`src/rtl/button_code_collector_pkg.sv`:
```
// Shared lock definitions: entry-state encodings, the clog2 helper and the default code length.
package button_code_collector_pkg;

  typedef enum logic [1:0] {
    ST_IDLE    = 2'd0,
    ST_COLLECT = 2'd1,
    ST_PRESENT = 2'd2
  } code_state_e;

  localparam int DEFAULT_DIGITS = 4;

  // Ceiling log2 that never returns less than 1, so single-value fields keep a bit.
  function automatic int clog2_min1(input int value);
    int w;
    w = 1;
    while ((1 << w) < value) w++;
    return w;
  endfunction

endpackage

```
`src/rtl/button_code_collector_onehot_index_encoder.sv`:
```
// Combinational press-vector encoder: index of the lowest set bit, plus any/multi flags.
module onehot_index_encoder
  import button_code_collector_pkg::*;
#(
  parameter  int WIDTH = 4,
  localparam int IDX_W = clog2_min1(WIDTH)
) (
  input  logic [WIDTH-1:0] vec,
  output logic [IDX_W-1:0] index,
  output logic             any,
  output logic             multi
);

  always_comb begin
    index = '0;
    for (int i = WIDTH - 1; i >= 0; i--) begin
      if (vec[i]) index = IDX_W'(i);
    end
  end

  assign any   = |vec;
  assign multi = (vec & (vec - WIDTH'(1))) != '0;

endmodule

```
`src/rtl/button_code_collector.sv`:
```
// Assembles button press pulses into a DIGITS-long code presented via valid/ack.
// Optional inactivity timeout is built when BUTTON_CODE_TIMEOUT_EN is defined.
module button_code_collector
  import button_code_collector_pkg::*;
#(
  parameter  int WIDTH          = 4,
  parameter  int DIGITS         = DEFAULT_DIGITS,
  parameter  int TIMEOUT_CYCLES = 50_000_000,
  localparam int IDX_W          = clog2_min1(WIDTH),
  localparam int CNT_W          = clog2_min1(DIGITS + 1),
  localparam int CODE_W         = DIGITS * IDX_W
) (
  input  logic              clock,
  input  logic              reset,
  input  logic [WIDTH-1:0]  buttonEdge,
  input  logic              codeAck,
  output logic [CODE_W-1:0] code,
  output logic              codeValid,
  output logic              codeError,
  output logic [CNT_W-1:0]  digitCount,
  output logic              entryTimeout
);

  if (WIDTH < 1 || DIGITS < 1 || TIMEOUT_CYCLES < 1) begin : g_param_check
    $error("button_code_collector: WIDTH, DIGITS and TIMEOUT_CYCLES must be positive");
  end

  logic [IDX_W-1:0] press_idx;
  logic             press_any;
  logic             press_multi;
  logic [IDX_W-1:0] digit;

  onehot_index_encoder #(.WIDTH(WIDTH)) u_encoder (
    .vec   (buttonEdge),
    .index (press_idx),
    .any   (press_any),
    .multi (press_multi)
  );

  // A multi-button press still consumes a digit slot, recorded as 0.
  assign digit = press_multi ? '0 : press_idx;

  code_state_e       state_q, state_d;
  logic [CODE_W-1:0] code_q, code_d;
  logic [CNT_W-1:0]  cnt_q, cnt_d;
  logic              valid_q, valid_d;
  logic              error_q, error_d;
  logic              err_q, err_d;
  logic              timeout_q, timeout_d;

`ifdef BUTTON_CODE_TIMEOUT_EN
  localparam int TO_W = clog2_min1(TIMEOUT_CYCLES);
  logic [TO_W-1:0] idle_q, idle_d;
`endif

  always_comb begin
    state_d   = state_q;
    code_d    = code_q;
    cnt_d     = cnt_q;
    valid_d   = valid_q;
    error_d   = error_q;
    err_d     = err_q;
    timeout_d = 1'b0;
`ifdef BUTTON_CODE_TIMEOUT_EN
    idle_d    = '0;
`endif
    case (state_q)
      ST_IDLE, ST_COLLECT: begin
        if (press_any) begin
          code_d = (code_q << IDX_W) | CODE_W'(digit);
          cnt_d  = cnt_q + CNT_W'(1);
          err_d  = err_q | press_multi;
          if (cnt_q == CNT_W'(DIGITS - 1)) begin
            state_d = ST_PRESENT;
            valid_d = 1'b1;
            error_d = err_d;
          end else begin
            state_d = ST_COLLECT;
          end
        end
`ifdef BUTTON_CODE_TIMEOUT_EN
        else if (state_q == ST_COLLECT) begin
          if (idle_q == TO_W'(TIMEOUT_CYCLES - 1)) begin
            state_d   = ST_IDLE;
            code_d    = '0;
            cnt_d     = '0;
            err_d     = 1'b0;
            timeout_d = 1'b1;
          end else begin
            idle_d = idle_q + TO_W'(1);
          end
        end
`endif
      end
      ST_PRESENT: begin
        // Presses are ignored here; an ack in the same cycle wins.
        if (codeAck) begin
          state_d = ST_IDLE;
          code_d  = '0;
          cnt_d   = '0;
          valid_d = 1'b0;
          error_d = 1'b0;
          err_d   = 1'b0;
        end
      end
      default: state_d = ST_IDLE;
    endcase
  end

  always_ff @(posedge clock or negedge reset) begin
    if (!reset) begin
      state_q   <= ST_IDLE;
      code_q    <= '0;
      cnt_q     <= '0;
      valid_q   <= 1'b0;
      error_q   <= 1'b0;
      err_q     <= 1'b0;
      timeout_q <= 1'b0;
`ifdef BUTTON_CODE_TIMEOUT_EN
      idle_q    <= '0;
`endif
    end else begin
      state_q   <= state_d;
      code_q    <= code_d;
      cnt_q     <= cnt_d;
      valid_q   <= valid_d;
      error_q   <= error_d;
      err_q     <= err_d;
      timeout_q <= timeout_d;
`ifdef BUTTON_CODE_TIMEOUT_EN
      idle_q    <= idle_d;
`endif
    end
  end

  assign code         = code_q;
  assign codeValid    = valid_q;
  assign codeError    = error_q;
  assign digitCount   = cnt_q;
`ifdef BUTTON_CODE_TIMEOUT_EN
  assign entryTimeout = timeout_q;
`else
  assign entryTimeout = 1'b0;
  logic unused_timeout;
  assign unused_timeout = timeout_q;
`endif

endmodule

```
`config.mk`:
```
export PLATFORM = sky130hd
export DESIGN_NAME = button_code_collector
export DESIGN_NICKNAME = d
export VERILOG_FILES = /design/src/rtl/button_code_collector_pkg.sv /design/src/rtl/button_code_collector_onehot_index_encoder.sv /design/src/rtl/button_code_collector.sv
export SDC_FILE = /design/constraint.sdc
export NUM_CORES = 1
export LEC_CHECK = 0
export ABC_AREA = 0
export CORE_UTILIZATION = 50
export CTS_CLUSTER_SIZE = 24
export DETAILED_ROUTE_END_ITERATION = 16
export GPL_TIMING_DRIVEN = 1
export PLACE_DENSITY = 0.81
export SETUP_SLACK_MARGIN = 0.15
export SYNTH_ARGS = -nofsm -noshare
export SYNTH_HDL_FRONTEND = slang
export SYNTH_SLANG_ARGS = --single-unit
```
`constraint.sdc`:
```
create_clock -name clock -period 2.4 [get_ports clock]
set_input_delay 0.36 -clock clock [delete_from_list [all_inputs] [get_ports clock]]
set_output_delay 0.36 -clock clock [all_outputs]
set_load 0.02 [all_outputs]
```
; Word-level counts from Yosys, hierarchy flattened
; Cells that the tools add are included.
; W data, S select, Z words.
[totals]
register_bits = 16
latchBits = 0
ram_bits = 0
rom_bits = 0
inputBits = 7
out_inout_bits = 14
wordCells = 49
n_memories = 0
[classes]
n_addsub = 2
mul = 0
n_div = 0
order_cmp = 0
eq_ne = 6
shifts = 0
mux = 24
n_bitwise = 3
reduce_logical = 8
[ops]
columns = operator, count
row1 = $mux W2, 8
row2 = $mux W8, 2
row3 = $pmux W8 S2, 1
row4 = $or A8 B2 Y8, 1
row5 = $mux W1, 6
row6 = $mux W3, 2
row7 = $ne A2 B2 Y1 const B, 3
row8 = $pmux W1 S2, 3
row9 = $pmux W3 S2, 1
row10 = $and A4 B4 Y4, 1
row11 = $pmux W2 S2, 1
row12 = $reduce_and A4 Y1, 1
row13 = $reduce_bool A4 Y1, 1
row14 = $reduce_or A4 Y1, 1
row15 = $sub A4 B1 Y4 const B, 1
row16 = $add A3 B1 Y3 const B, 1
row17 = $eq A3 B2 Y1 const B, 1
row18 = $reduce_and A3 Y1, 1
row19 = $eq A2 B1 Y1 const B, 1
row20 = $eq A2 B2 Y1 const B, 1
row21 = $logic_not A2 Y1, 1
row22 = $reduce_and A2 Y1, 1
row23 = $reduce_bool A2 Y1, 1
row24 = $reduce_or A2 Y1, 1
row25 = $or A1 B1 Y1, 1

; Depth between registers and ports, before layout
[depth]
depth_word = 8
mapped_depth = 5
ltp_nobuf = 4

; By module
; From an unflattened synthesis, not the netlist that was laid out.
[unflattened]
hier_cells = 66
area_unflattened_um2 = 748.2
[modules_own_cells]
columns = mod, n_inst, cells_per_inst, area_per_inst_um2, seq_area_each_um2
row1 = button_code_collector, 1, 56, 700.7, 400.4
row2 = onehot_index_encoder, 1, 10, 47.5, 0.0

; Least setup slack after synthesis
; No wires, ideal clock.
[synth_path]
path_type = register to register
start = register cnt_q[0] (netlist: digitCount[0])
end = register error_q (netlist: codeError)
setup_ns = 0.079
arrival_ns = 1.311
t_required_ns = 2.321
path_slack_ns = 1.009
path_stages_with_launch = 5
path_buffers = 0
period_less_slack_ns = 1.391
path_cell_list = dfrtp_1 ha_1 ha_1 nor3b_1 mux2i_1
[synth_via]
elab_chain_len = 3
[synth_rtl]
columns = element, line
row1 = start: declaration, button_code_collector.sv:45  ; logic [CNT_W-1:0] cnt_q, cnt_d;
row2 = start signal: assignment, button_code_collector.sv:125  ; cnt_q <= cnt_d;
row3 = $eq A3 B2 Y1, button_code_collector.sv:73  ; if (cnt_q == CNT_W'(DIGITS - 1)) begin
row4 = $ne A2 B2 Y1 (no line), -
row5 = $reduce_and A4 Y1 (no line), -
row6 = end signal: assignment, button_code_collector.sv:127  ; error_q <= error_d;
row7 = end: declaration, button_code_collector.sv:47  ; logic error_q, error_d;
; No other way between the ends.
; A chain may end at the register's enable or synchronous reset.

; Worst setup path after layout
[layout_path]
start = input buttonEdge[3]
end = register code_q[1] (netlist: code[1])
[layout_via]
elab_chain_len = 8
elab_cells_between_ends = 14
cone_classes = add/sub: 1 / eq/ne: 1 / mux: 7 / bitwise: 2 / reduce/logical: 3
[layout_rtl]
columns = element, line
row1 = start: declaration, button_code_collector.sv:15  ; input logic [WIDTH-1:0] buttonEdge,
row2 = branches (longest 8 deep; another with $sub A4 B1 Y4), -
row3 = end signal: assignment, button_code_collector.sv:124  ; code_q <= code_d;
row4 = end: declaration, button_code_collector.sv:44  ; logic [CODE_W-1:0] code_q, code_d;
; Parallel ways; which one is timed is not known. The select of a mux whose other input is x is not followed.

==> run_results.csv <==
group,metric,value,unit
run_status,status,"finished clean",
routing,drt_wl_total,1510,um
power,clkPwrFrac,0.142,
power,seqPwrFrac,0.383,
sta,finalSetupTns,0,ns
die,io_pins,21,
final_layout,drive_gt1_frac,0.234,
clocking,cts_tree,"built",
sta,finClkSkew,0.00964,ns
yosys,synth_simple_gate_area_share,0.114,
global_route,antenna_found_initial,0,
yosys,synth_top_family_by_area,"compound AO/OA/AOI/OAI gates",
routing,highest_layer,"met4",
yosys,ys_ff_latch,16,
final_layout,diodes,0,
clocking,cts_inserted_buffers,3,
die,die_w,43.3,um
critical_path,worst_setup_path_start_kind,"primary input",
sta,worst_hold_slack,0.490,ns
sta,worstMarginPinSlew,0.713,ns
power,p_leak,0.433,nW
critical_path,path_class,"in -> reg",
yosys,synth.area.top_cells,"dfrtp_1, o21ai_2, o211ai_1",
clocking,ctsHoldBuffers,0,
final_layout,nNetsFinal,104,
clocking,post_cts_buffers,0,
sta,timing.final.crit_share,0.762,
yosys,synth.largest_area_cell,"dfrtp_1",
routing,met3WireLength,77,um
die,core,0.00154,sq mm
sta,finalHoldViolCount,0,
power,p_switching,484,uW
power,intPower,767,uW
routing,wl_met2,724,um
routing,drt-met1-wl,689,um
power,swShare,0.387,
yosys,syn_area,853,sq um
global_route,grt-ovfl-total,0,
global_route,grt_pass1_vias,603,
yosys,synth-compound-area-share,0.255,
power,power.density,1190,mW/mm^2
sta,slew_headroom,0.523,
routing,viasPerCell,5.63,
routing,drtPass1Iterations,4,
hold_path,hold_path_class,"in -> async",
sta,grt_setup_unrepaired,"no",
die,fp-row-count,14,
critical_path,critPathCaptureType,"flip-flop",
die,die_area,0.00188,sq mm
routing,route.detailed.drc,0,
critical_path,timing.rr.start,"state_q[1]",
global_route,grtUsageTotal,0.193,
power,ir_worst_vdd,0.705,mV
clocking,cts_resized,0,
sta,period_needed,1.83,ns
global_route,grt_pass1_wl,2680,um
place,gp_congestion,0.778,
place,port_buffers,19,
routing,initialDrtViolationCount,10,
clocking,clk_pin_slew_worst_paths,0.10,ns
sta,setup_viol,0,
yosys,synth_adder_area_share,0.0293,
critical_path,critPathMaxFanout,12,
yosys,yosys.area.top_type_share,0.469,
yosys,yosysWarnings,0,
critical_path,regToRegEndpoint,"code[1]",
critical_path,required,2.62,ns
critical_path,crit_arrival,2.05,ns
global_route,grt_max_degree,18,
routing,wl_per_cell,13.7,um
yosys,synth_xor_area_frac,0.0205,
yosys,seq_area_frac_synth,0.469,
routing,via_count,619,
routing,antenna_left,0,
final_layout,area_growth,23.8,%
critical_path,r2r_setup_slack,0.73,ns
clocking,root_buffer,"clkbuf_4",
critical_path,ff2ff_path_depth,2,
die,die_h,43.3,um
final_layout,fillers,126,
yosys,syn_nets,85,
sta,slew_viol_final,0,
yosys,syn_inst,76,
clocking,clock-sinks,16,
power,power_frac_comb,0.476,
clocking,cts_buffer_depth,2,
die,initial_core_util,0.554,
yosys,yosysUniqueCellTypes,26,
flow_run,maxCapViolCount,0,
yosys,avgSynthCellArea,11.2,sq um
sta,fmax,0.547,GHz
yosys,muxShareOfSynthArea,0.0117,
clocking,worstSkewPairLatency,0.29,ns
place,dp_hpwl,1040,um
clocking,h-tree-depth,1,
## routing by layer
layer  global-route usage  vias to the layer above
met2                0.319                       19
met4               0.0727                        0
li1                     -                      306
met1                0.239                      292
met5                    0                        -
met3               0.0553                        2
## power by group through the flow
stage          clock network [mW]  logic [mW]  registers, mW
2_1_floorplan                   0       0.333          0.551
5_1_grt                     0.192       0.644          0.499
6_report                    0.177       0.595          0.479
4_1_cts                     0.184       0.603          0.479
3_5_place_dp                    0       0.600          0.485
3_3_place_gp                    0       0.595          0.482
## cell usage after synthesis
| master | count |
|---|---|
| nor4b_1 | 2 |
| nand3b_1 | 1 |
| a21o_1 | 1 |
| nor3b_1 | 2 |
| nor2_1 | 2 |
| buf_12 | 1 |
| o211ai_1 | 10 |
| a211o_2 | 2 |
| or2_4 | 1 |
| dfrtp_1 | 16 |
| ha_1 | 2 |
| conb_1 | 1 |
| o21ai_2 | 10 |
| buf_2 | 1 |
| xnor2_1 | 2 |
| clkbuf_1 | 2 |
| or2_2 | 1 |
| nand2_1 | 2 |
| buf_6 | 1 |
| mux2i_1 | 1 |
| inv_1 | 8 |
| buf_4 | 1 |
| or2_1 | 1 |
| a31o_2 | 2 |
| a21oi_1 | 2 |
| nor4_4 | 1 |
## through the flow
step           instances  total power [mW]  setup slack [ns]  utilization  area, sq um
5_1_grt              110              1.33             0.469        0.685         1060
6_report             110              1.25             0.570        0.685         1060
3_5_place_dp         106              1.08             0.293        0.662         1020
4_1_cts              110              1.27             0.589        0.685         1060
3_3_place_gp         106              1.08             0.336        0.662         1020
2_1_floorplan         76             0.884              1.01            -          853
## state kept, by name (all words and copies together) (netlist names)
| signal | cells |
|---|---|
| digitCount | 3 |
| state_q | 2 |
| err_q | 1 |
| codeValid | 1 |
| codeError | 1 |
| code | 8 |
## worst max-delay path by stage
stage,startpoint,cells past startpoint,end,slack (ns)
6_report,buttonEdge[3],4,code[1],0.57
4_1_cts,buttonEdge[3],4,code[1],0.59
3_5_place_dp,buttonEdge[3],4,code[1],0.29
5_1_grt,buttonEdge[3],4,code[0],0.47
3_3_place_gp,buttonEdge[3],4,code[1],0.34
2_1_floorplan,digitCount[0],4,codeError,1.01
## cell families after synthesis
kind of cell,after synthesis
DFF,16
and+or+nand+nor,13
adders and majority gates,2
buffers and inverters,14
muxes,1
AOI/OAI and AO/OA,27
xor gates and xnor gates,2
other,1
## area by class of cell
cell class,count,area [sq um],share of cell area
tap,16,20.0,0.0190
inverter,8,30.0,0.0284
multi-input combinational,46,372,0.352
timing repair buffer,20,198,0.187
clock buffer,4,36.3,0.0344
sequential,16,400,0.379
## layout by cell type, fill, tap and decap left out, types with 2 or more instances in the layout
master	netlist	layout
dfrtp_1	16	16
ha_1	2	2
nand2_1	2	2
o21ai_2	10	10
nor3b_1	2	2
inv_1	8	8
a211o_2	2	2
a21oi_1	2	2
clkdlybuf4s50_1	0	19
o211ai_1	10	10
clkbuf_4	0	3
nor4b_1	2	2
nor2_1	2	2
a31o_2	2	2
xnor2_1	2	2
## critical path, stage by stage
cell and delay (ns):
clkdlybuf4s50_1 0.55, nor4_4 0.60, or2_4 0.35, a31o_2 0.18
Power figures use the tool's default switching activity.
